<file path="config.mk">
export PLATFORM = sky130hd
export DESIGN_NAME = dp_ram_arbiter
export DESIGN_NICKNAME = d
export VERILOG_FILES = /design/src/rtl/dp_ram_arbiter.sv
export SDC_FILE = /design/constraint.sdc
export NUM_CORES = 1
export LEC_CHECK = 0
export ABC_AREA = 1
export CORE_AREA = 4 4 234 236
export CTS_CLUSTER_DIAMETER = 120
export CTS_CLUSTER_SIZE = 30
export DETAILED_ROUTE_END_ITERATION = 8
export DIE_AREA = 0 0 238 240
export PLACE_DENSITY = 0.3
export SETUP_SLACK_MARGIN = 0.5
export SYNTH_ARGS = -nofsm -noshare
export SYNTH_HDL_FRONTEND = slang
export SYNTH_SLANG_ARGS = --single-unit
</file>
<file path="constraint.sdc">
create_clock -name clk -period 2.38 [get_ports clk]
set_input_delay 0.476 -clock clk [delete_from_list [all_inputs] [get_ports clk]]
set_output_delay 0.476 -clock clk [all_outputs]
set_load 0.005 [all_outputs]
</file>
<file path="src/rtl/dp_ram_arbiter.sv">
// Two-requester front end for one dp_ram: independent round-robin on the read
// and write ports, init blackout, read/write collision deferral, response routing.
module dp_ram_arbiter #(
    parameter int ADDR_WIDTH           = 6,
    parameter int DATA_WIDTH           = 64,
    parameter int INIT_MEMORY_ON_RESET = 0
) (
    input  logic                  clk,
    input  logic                  rst_n,
    input  logic                  rq0_valid,
    output logic                  rq0_ready,
    input  logic                  rq0_we,
    input  logic [ADDR_WIDTH-1:0] rq0_addr,
    input  logic [DATA_WIDTH-1:0] rq0_data,
    input  logic [DATA_WIDTH-1:0] rq0_mask,
    output logic                  rsp0_valid,
    output logic [DATA_WIDTH-1:0] rsp0_data,
    input  logic                  rq1_valid,
    output logic                  rq1_ready,
    input  logic                  rq1_we,
    input  logic [ADDR_WIDTH-1:0] rq1_addr,
    input  logic [DATA_WIDTH-1:0] rq1_data,
    input  logic [DATA_WIDTH-1:0] rq1_mask,
    output logic                  rsp1_valid,
    output logic [DATA_WIDTH-1:0] rsp1_data,
    output logic                  ram_rd_en,
    output logic [ADDR_WIDTH-1:0] ram_rd_addr,
    output logic                  ram_wr_en,
    output logic [ADDR_WIDTH-1:0] ram_wr_addr,
    output logic [DATA_WIDTH-1:0] ram_data_in,
    output logic [DATA_WIDTH-1:0] ram_data_mask_in,
    input  logic [DATA_WIDTH-1:0] ram_data_out,
    output logic                  init_busy
);

    // Handshake: a request transfers on a rising edge where rqN_valid & rqN_ready;
    // the requester holds valid and all fields stable until then. rspN has no
    // backpressure and ready never depends on it.

    logic                  open;
    logic                  rd_c0, rd_c1, wr_c0, wr_c1;
    logic                  rd_g0, rd_g1, wr_g0, wr_g1;
    logic                  rd_any, wr_any, collide, rd_ok;
    logic [ADDR_WIDTH-1:0] rd_addr_sel, wr_addr_sel;
    logic                  rd_prio, wr_prio, rd_pend, rd_owner;

    generate
        if (INIT_MEMORY_ON_RESET != 0) begin : g_init
            // MSB set means all 2^ADDR_WIDTH words have been zeroed by the RAM.
            logic [ADDR_WIDTH:0] init_cnt;
            always_ff @(posedge clk or negedge rst_n) begin
                if (!rst_n)
                    init_cnt <= '0;
                else if (!init_cnt[ADDR_WIDTH])
                    init_cnt <= init_cnt + 1'b1;
            end
            assign init_busy = ~init_cnt[ADDR_WIDTH];
        end else begin : g_no_init
            assign init_busy = 1'b0;
        end
    endgenerate

    always_comb begin
        open  = rst_n & ~init_busy;
        rd_c0 = open & rq0_valid & ~rq0_we;
        rd_c1 = open & rq1_valid & ~rq1_we;
        wr_c0 = open & rq0_valid & rq0_we;
        wr_c1 = open & rq1_valid & rq1_we;

        rd_g0  = rd_c0 & (~rd_c1 | ~rd_prio);
        rd_g1  = rd_c1 & (~rd_c0 | rd_prio);
        wr_g0  = wr_c0 & (~wr_c1 | ~wr_prio);
        wr_g1  = wr_c1 & (~wr_c0 | wr_prio);
        rd_any = rd_g0 | rd_g1;
        wr_any = wr_g0 | wr_g1;

        rd_addr_sel = rd_g1 ? rq1_addr : rq0_addr;
        wr_addr_sel = wr_g1 ? rq1_addr : rq0_addr;

        // Same-address read is deferred a cycle so it observes the new data.
        collide = rd_any & wr_any & (rd_addr_sel == wr_addr_sel);
        rd_ok   = rd_any & ~collide;

        rq0_ready = (rd_g0 & ~collide) | wr_g0;
        rq1_ready = (rd_g1 & ~collide) | wr_g1;

        ram_rd_en        = rd_ok;
        ram_rd_addr      = rd_ok ? rd_addr_sel : '0;
        ram_wr_en        = wr_any;
        ram_wr_addr      = wr_any ? wr_addr_sel : '0;
        ram_data_in      = wr_g1 ? rq1_data : (wr_g0 ? rq0_data : '0);
        ram_data_mask_in = wr_g1 ? rq1_mask : (wr_g0 ? rq0_mask : '0);
    end

    always_ff @(posedge clk or negedge rst_n) begin
        if (!rst_n) begin
            rd_prio  <= 1'b0;
            wr_prio  <= 1'b0;
            rd_pend  <= 1'b0;
            rd_owner <= 1'b0;
        end else begin
            if (rd_ok)
                rd_prio <= rd_g0;
            if (wr_any)
                wr_prio <= wr_g0;
            rd_pend <= rd_ok;
            if (rd_ok)
                rd_owner <= rd_g1;
        end
    end

    assign rsp0_valid = rd_pend & ~rd_owner;
    assign rsp1_valid = rd_pend & rd_owner;
    assign rsp0_data  = ram_data_out;
    assign rsp1_data  = ram_data_out;

endmodule

</file>
Word-level counts from Yosys, hierarchy flattened
Cells that the tools add are included.
Widths: inputs -> output; s select.
{"block": "totals", "regBits": 4, "input_bits": 338, "output_inout_bits": 275, "word_cells": 48}
{"block": "classes", "n_eq_ne": 1, "muxes": 8, "bitwise_logic": 35}
{"op": "$mux 64", "count": 4}
{"op": "$mux 6", "count": 4}
{"op": "$and 1x1->1", "count": 17}
{"op": "$not 1->1", "count": 10}
{"op": "$or 1x1->1", "count": 8}
{"op": "$eq 6x6->1", "count": 1}

Longest topological paths before layout
{"block": "logic_depth", "depth_word": 11, "mapped_depth": 13, "ltp_nobuf": 13}

Worst setup path before layout
Ideal clock, no wire load.
{"block": "synth_timing", "path_kind": "input -> output", "start": "in rq1_we", "end": "out ram_rd_addr[0]", "arrival_ns": 1.545, "required_time_ns": 1.904, "setup_slack_ns": 0.359, "path_stages": 11, "n_path_buf": 0, "path_cell_list": "inv_1 nand4_1 nand2_2 nand2_1 nand2_1 nand2_1 nand2_1 nor2_1 nand3_2 nand2_4 nor2_1"}
{"block": "synth_between", "elab_chain_cells": 11, "word_cells_on_any_way": 21, "cone_classes": "eq/ne: 1; mux: 3; bitwise: 17"}
{"element": "start, declared", "line": "20", "rtl": "input logic rq1_we,"}
{"element": "$not 1->1", "line": "66", "rtl": "rd_c1 = open & rq1_valid & ~rq1_we;"}
{"element": "$and 1x1->1", "line": "66"}
{"element": "$not 1->1", "line": "70", "rtl": "rd_g0 = rd_c0 & (~rd_c1 | ~rd_prio);"}
{"element": "$or 1x1->1", "line": "70"}
{"element": "$and 1x1->1", "line": "70"}
{"element": "$or 1x1->1", "line": "74", "rtl": "rd_any = rd_g0 | rd_g1;"}
{"element": "$and 1x1->1 (2 in a row)", "line": "81", "rtl": "collide = rd_any & wr_any & (rd_addr_sel == wr_addr_sel);"}
{"element": "$not 1->1", "line": "82", "rtl": "rd_ok = rd_any & ~collide;"}
{"element": "$and 1x1->1", "line": "82"}
{"element": "$mux 6 *", "line": "88", "rtl": "ram_rd_addr = rd_ok ? rd_addr_sel : '0;"}
{"element": "end, declared", "line": "27", "rtl": "output logic [ADDR_WIDTH-1:0] ram_rd_addr,"}
Mark *: on every way between the ends. The rest lies on a longest branch, timed or not.

Worst setup path after layout
{"block": "layout_timing", "start": "in rst_n", "end": "out ram_rd_addr[5]"}
{"block": "layout_between", "elab_chain_cells": 11, "word_cells_on_any_way": 28, "cone_classes": "eq/ne: 1; mux: 3; bitwise: 24"}
{"element": "start, declared", "line": "9", "rtl": "input logic rst_n,"}
{"element": "$and 1x1->1, on equally long branches (2 in a row)"}
{"element": "$not 1->1, on equally long branches"}
{"element": "$or 1x1->1, on equally long branches"}
{"element": "$and 1x1->1, on equally long branches"}
{"element": "$mux 6 (tied with other cells)", "line": "77", "rtl": "rd_addr_sel = rd_g1 ? rq1_addr : rq0_addr;"}
{"element": "$eq 6x6->1 or $and 1x1->1 (tied branches)", "line": "81"}
{"element": "$and 1x1->1", "line": "81"}
{"element": "$not 1->1", "line": "82"}
{"element": "$and 1x1->1", "line": "82"}
{"element": "$mux 6 *", "line": "88"}
Marked as above.

==> run_results.csv <==
group,metric,value,unit
sta,timing_max_transition_violations_final,0,
yosys,ys_seq_area_frac,0.0331,
floorplanning,floorplan.initialDensity,0.0576,
drt,ant_nets,0,
final_layout,fin_nets,1188,
cts,clock_latency,0.22,ns
power,power.leakage,3.91,nW
global_route,grt_pass1_vias,4948,
placed_design,port_buffers,419,
yosys,syn_area_per_cell,6.73,um2
sta,finalWorstPathRequiredPeriod,2.64,ns
global_route,track_usage,0.102,
final_layout,final_cells,1539,
worst_setup_path,reg2reg_from,"wr_prio",
cts,clk_transition_reported_paths,0.03,ns
yosys,post_synth_num_cell_types,21,
floorplanning,ioPinCount,613,
drt,drt_first_pass_iters,4,
yosys,complex_gate_fraction_of_the_synthesized_area,0.374,
floorplanning,die_h,240,um
drt,wl,33600,um
yosys,synth-simple-area-share,0.196,
worst_setup_path,crit_path_max_fanout,8,
floorplanning,core_region_area,0.0524,mm2
worst_setup_path,worst_ep_required_time,1.90,ns
floorplanning,row_count,84,
global_route,grt_antenna_before_repair,19,
yosys,synth.top_cells.by_area,"a22o_1 (37%), buf_4 (32%), nand2_1 (10%), dfrtp_1 (3.3%), nand3_1 (3.3%)",
sta,fmax,378,MHz
drt,drt_drc_violations_left,0,
status,violations,"setup timing",
global_route,grt_pass1_wl,41800,um
global_route,pin_count_of_the_biggest_net_entering_global_routing,26,
final_layout,fin_area,0.00863,mm2
placed_design,place.detailed.hpwl,27200,um
hold_path,min_path_type,"in2async",
sta,rsz_0062_raised_after_global_routing,"true",
placed_design,post_dp_cell_area,0.00750,mm2
power,vdd_ir_drop_max,0.169,mV
sta,fin_skew,0.000631,ns
yosys,synth-adder-area-share,0,
yosys,synth_top_family_by_area,"buffers and inverters",
drt,drt_iter0_drc,114,
sta,holdWs,0.325,ns
cts,buffer_type_at_the_clock_tree_root,"clkbuf_16",
cts,total_number_of_h_tree_levels,1,
sta,setup_viol_count_final,119,
worst_setup_path,end_kind,"output port",
cts,cts_hold_buf,0,
drt,routed_wire_length_per_instance,21.8,um
placed_design,dp_cells,1457,
floorplanning,area_of_the_die,0.0571,mm2
cts,cts-buffers-inserted,3,
yosys,synth-warning-count,0,
cts,cts_tree,"built",
cts,clock-sinks,4,
placed_design,dpl_worst_slack,-1.08,ns
final_layout,fill_cells,5945,
run,drv.max_cap_violation_count,0,
yosys,syn-cell-area,0.00302,mm2
yosys,synth_area_leader_cell,"a22o_1",
power,power.total,1.99,mW
sta,timing_hold_violations_final,0,
worst_setup_path,cp-start-kind,"primary input",
yosys,synth_seq_cells,4,
yosys,yosysTopAreaCellShare,0.371,
yosys,muxShareOfSynthArea,0,
placed_design,globalplace.congestion,0.791,
sta,layout_setup_ws,-0.263,ns
final_layout,layout-drive-gt1-share,0.379,
yosys,synthCells,449,
yosys,post_synth_xor_area_fraction,0,
power,power.density,230,mW/mm2
floorplanning,die_width,238,um
global_route,gr-total-overflow,0,
drt,detailroute.via_count,4938,
cts,clock_path_buffers,2,
worst_setup_path,critPathKind,"in2out",
yosys,synth_nets,787,
sta,final_min_period_over_clock_period,1.11,
final_layout,syn_to_final_growth,186,%
status,result_of_the_run,"finished, violations left",
drt,average_via_count_per_standard_cell,3.21,
worst_setup_path,ff2ff_path_depth,16,
worst_setup_path,regToRegSetupSlack,0.41,ns
worst_setup_path,cp.arrival,2.17,ns
worst_setup_path,rr_endpoint,"rd_owner",
-- per-layer routing --
layer	GRT usage	vias to the layer above	wire [um]
met5	0	-	27
met2	0.187	404	16900
met1	0.108	2225	12300
met3	0.0520	32	3970
li1	-	2273	-
met4	0.0114	4	452
-- placed cells by master, fill, tap and decap left out, types with 2 or more instances in the layout --
cell type        synthesis  routed
a22o_1                 128     124
a22o_4                   0       4
buf_12                   0      16
buf_16                   0       7
buf_2                   16      55
buf_4                  129      58
buf_6                    1      54
buf_8                    0       8
clkbuf_16                0      10
clkbuf_2                 0      48
clkdlybuf4s50_1          0     285
clkinvlp_4               0       2
dfrtp_1                  4       4
diode_2                  0       3
dlygate4sd2_1            0       3
dlymetal6s2s_1           0       9
inv_1                   24      19
inv_16                   0       2
nand2_1                 84      61
nand2_2                  2      16
nand2_4                  3      10
nand2_8                  0       4
nand3_1                 20      14
nand3_2                  1       5
nand3_4                  0       2
nand4_1                  2       2
nor2_1                  17       3
nor2_2                   0       5
nor2_4                   1      10
-- worst max path at each step --
stage / from / to / cells after the start
after floorplan: rq1_we / ram_rd_addr[0] / 11
after global routing: rst_n / ram_rd_addr[5] / 17
after CTS: rst_n / ram_data_mask_in[46] / 10
final: rst_n / ram_rd_addr[5] / 17
after global placement: rst_n / ram_rd_addr[5] / 16
after detailed placement: rst_n / ram_rd_addr[5] / 16
-- cell families after synthesis --
kind of cell / Yosys count
AND/OR/NAND/NOR: 132
other: 1
buffers and inverters: 182
flip-flops: 4
AO/OA/AOI/OAI: 130
-- Yosys cell counts --
cell,number
nand2_2,2
buf_2,16
nor2_8,1
nand4_1,2
a22o_1,128
nand2_1,84
conb_1,1
nand2_4,3
o21ai_0,1
buf_6,1
buf_1,2
dfrtp_1,4
nor2_1,17
nand3_2,1
o21ai_1,1
nor2_4,1
inv_1,24
nand4_2,1
nand3_1,20
buf_4,129
clkbuf_1,10
-- stage by stage --
step / utilization / TNS, ns
2_1_floorplan: - / 0
3_3_place_gp: 0.143 / -129.88
3_5_place_dp: 0.143 / -131.36
4_1_cts: 0.155 / -23.10
5_1_grt: 0.164 / -24.04
6_report: 0.164 / -16.38
-- worst max-delay path: stages --
cell and delay [ns]:
buf_6 0.10, buf_12 0.13, buf_6 0.11, nand4_1 0.11
buf_6 0.15, nand2_8 0.10, nand2_4 0.09, nand2_2 0.05
nand2_1 0.05, nand2_1 0.07, nor2_2 0.13, nand3_2 0.13
nand2_4 0.09, buf_6 0.13, nor2_4 0.05, buf_6 0.11
buf_6 0.10
-- power breakdown --
part	leakage [nW]	total [mW]	switching, mW	internal [mW]
clock network	0.0370	0.260	0.0452	0.214
registers	0.0484	0.0889	0.00903	0.0799
logic	3.82	1.64	0.604	1.03
-- sequential cells by signal, indices dropped and copies added, names as in the netlist --
signal	count
rd_owner	1
rd_pend	1
rd_prio	1
wr_prio	1
-- layout make-up --
cell class	instances	area, um2	area share
Antenna cell	3	7.51	0.000870
Clock buffer	3	75.1	0.00870
Inverter	24	116	0.0135
Multi-Input combinational cell	265	2060	0.238
Sequential cell	4	100	0.0116
Tap cell	688	861	0.0998
Timing Repair Buffer	551	5390	0.625
Timing Repair inverter	1	20.0	0.00232
-- what timing repair did --
action | 4_1_cts | 5_1_grt
resized for setup | 363 | 239
setup endpoints to repair | 147 | 147
buffers inserted | 27 | 34
pin swaps | 27 | 28
cloned | 7 | 8
(Power assumes the default switching activity.)
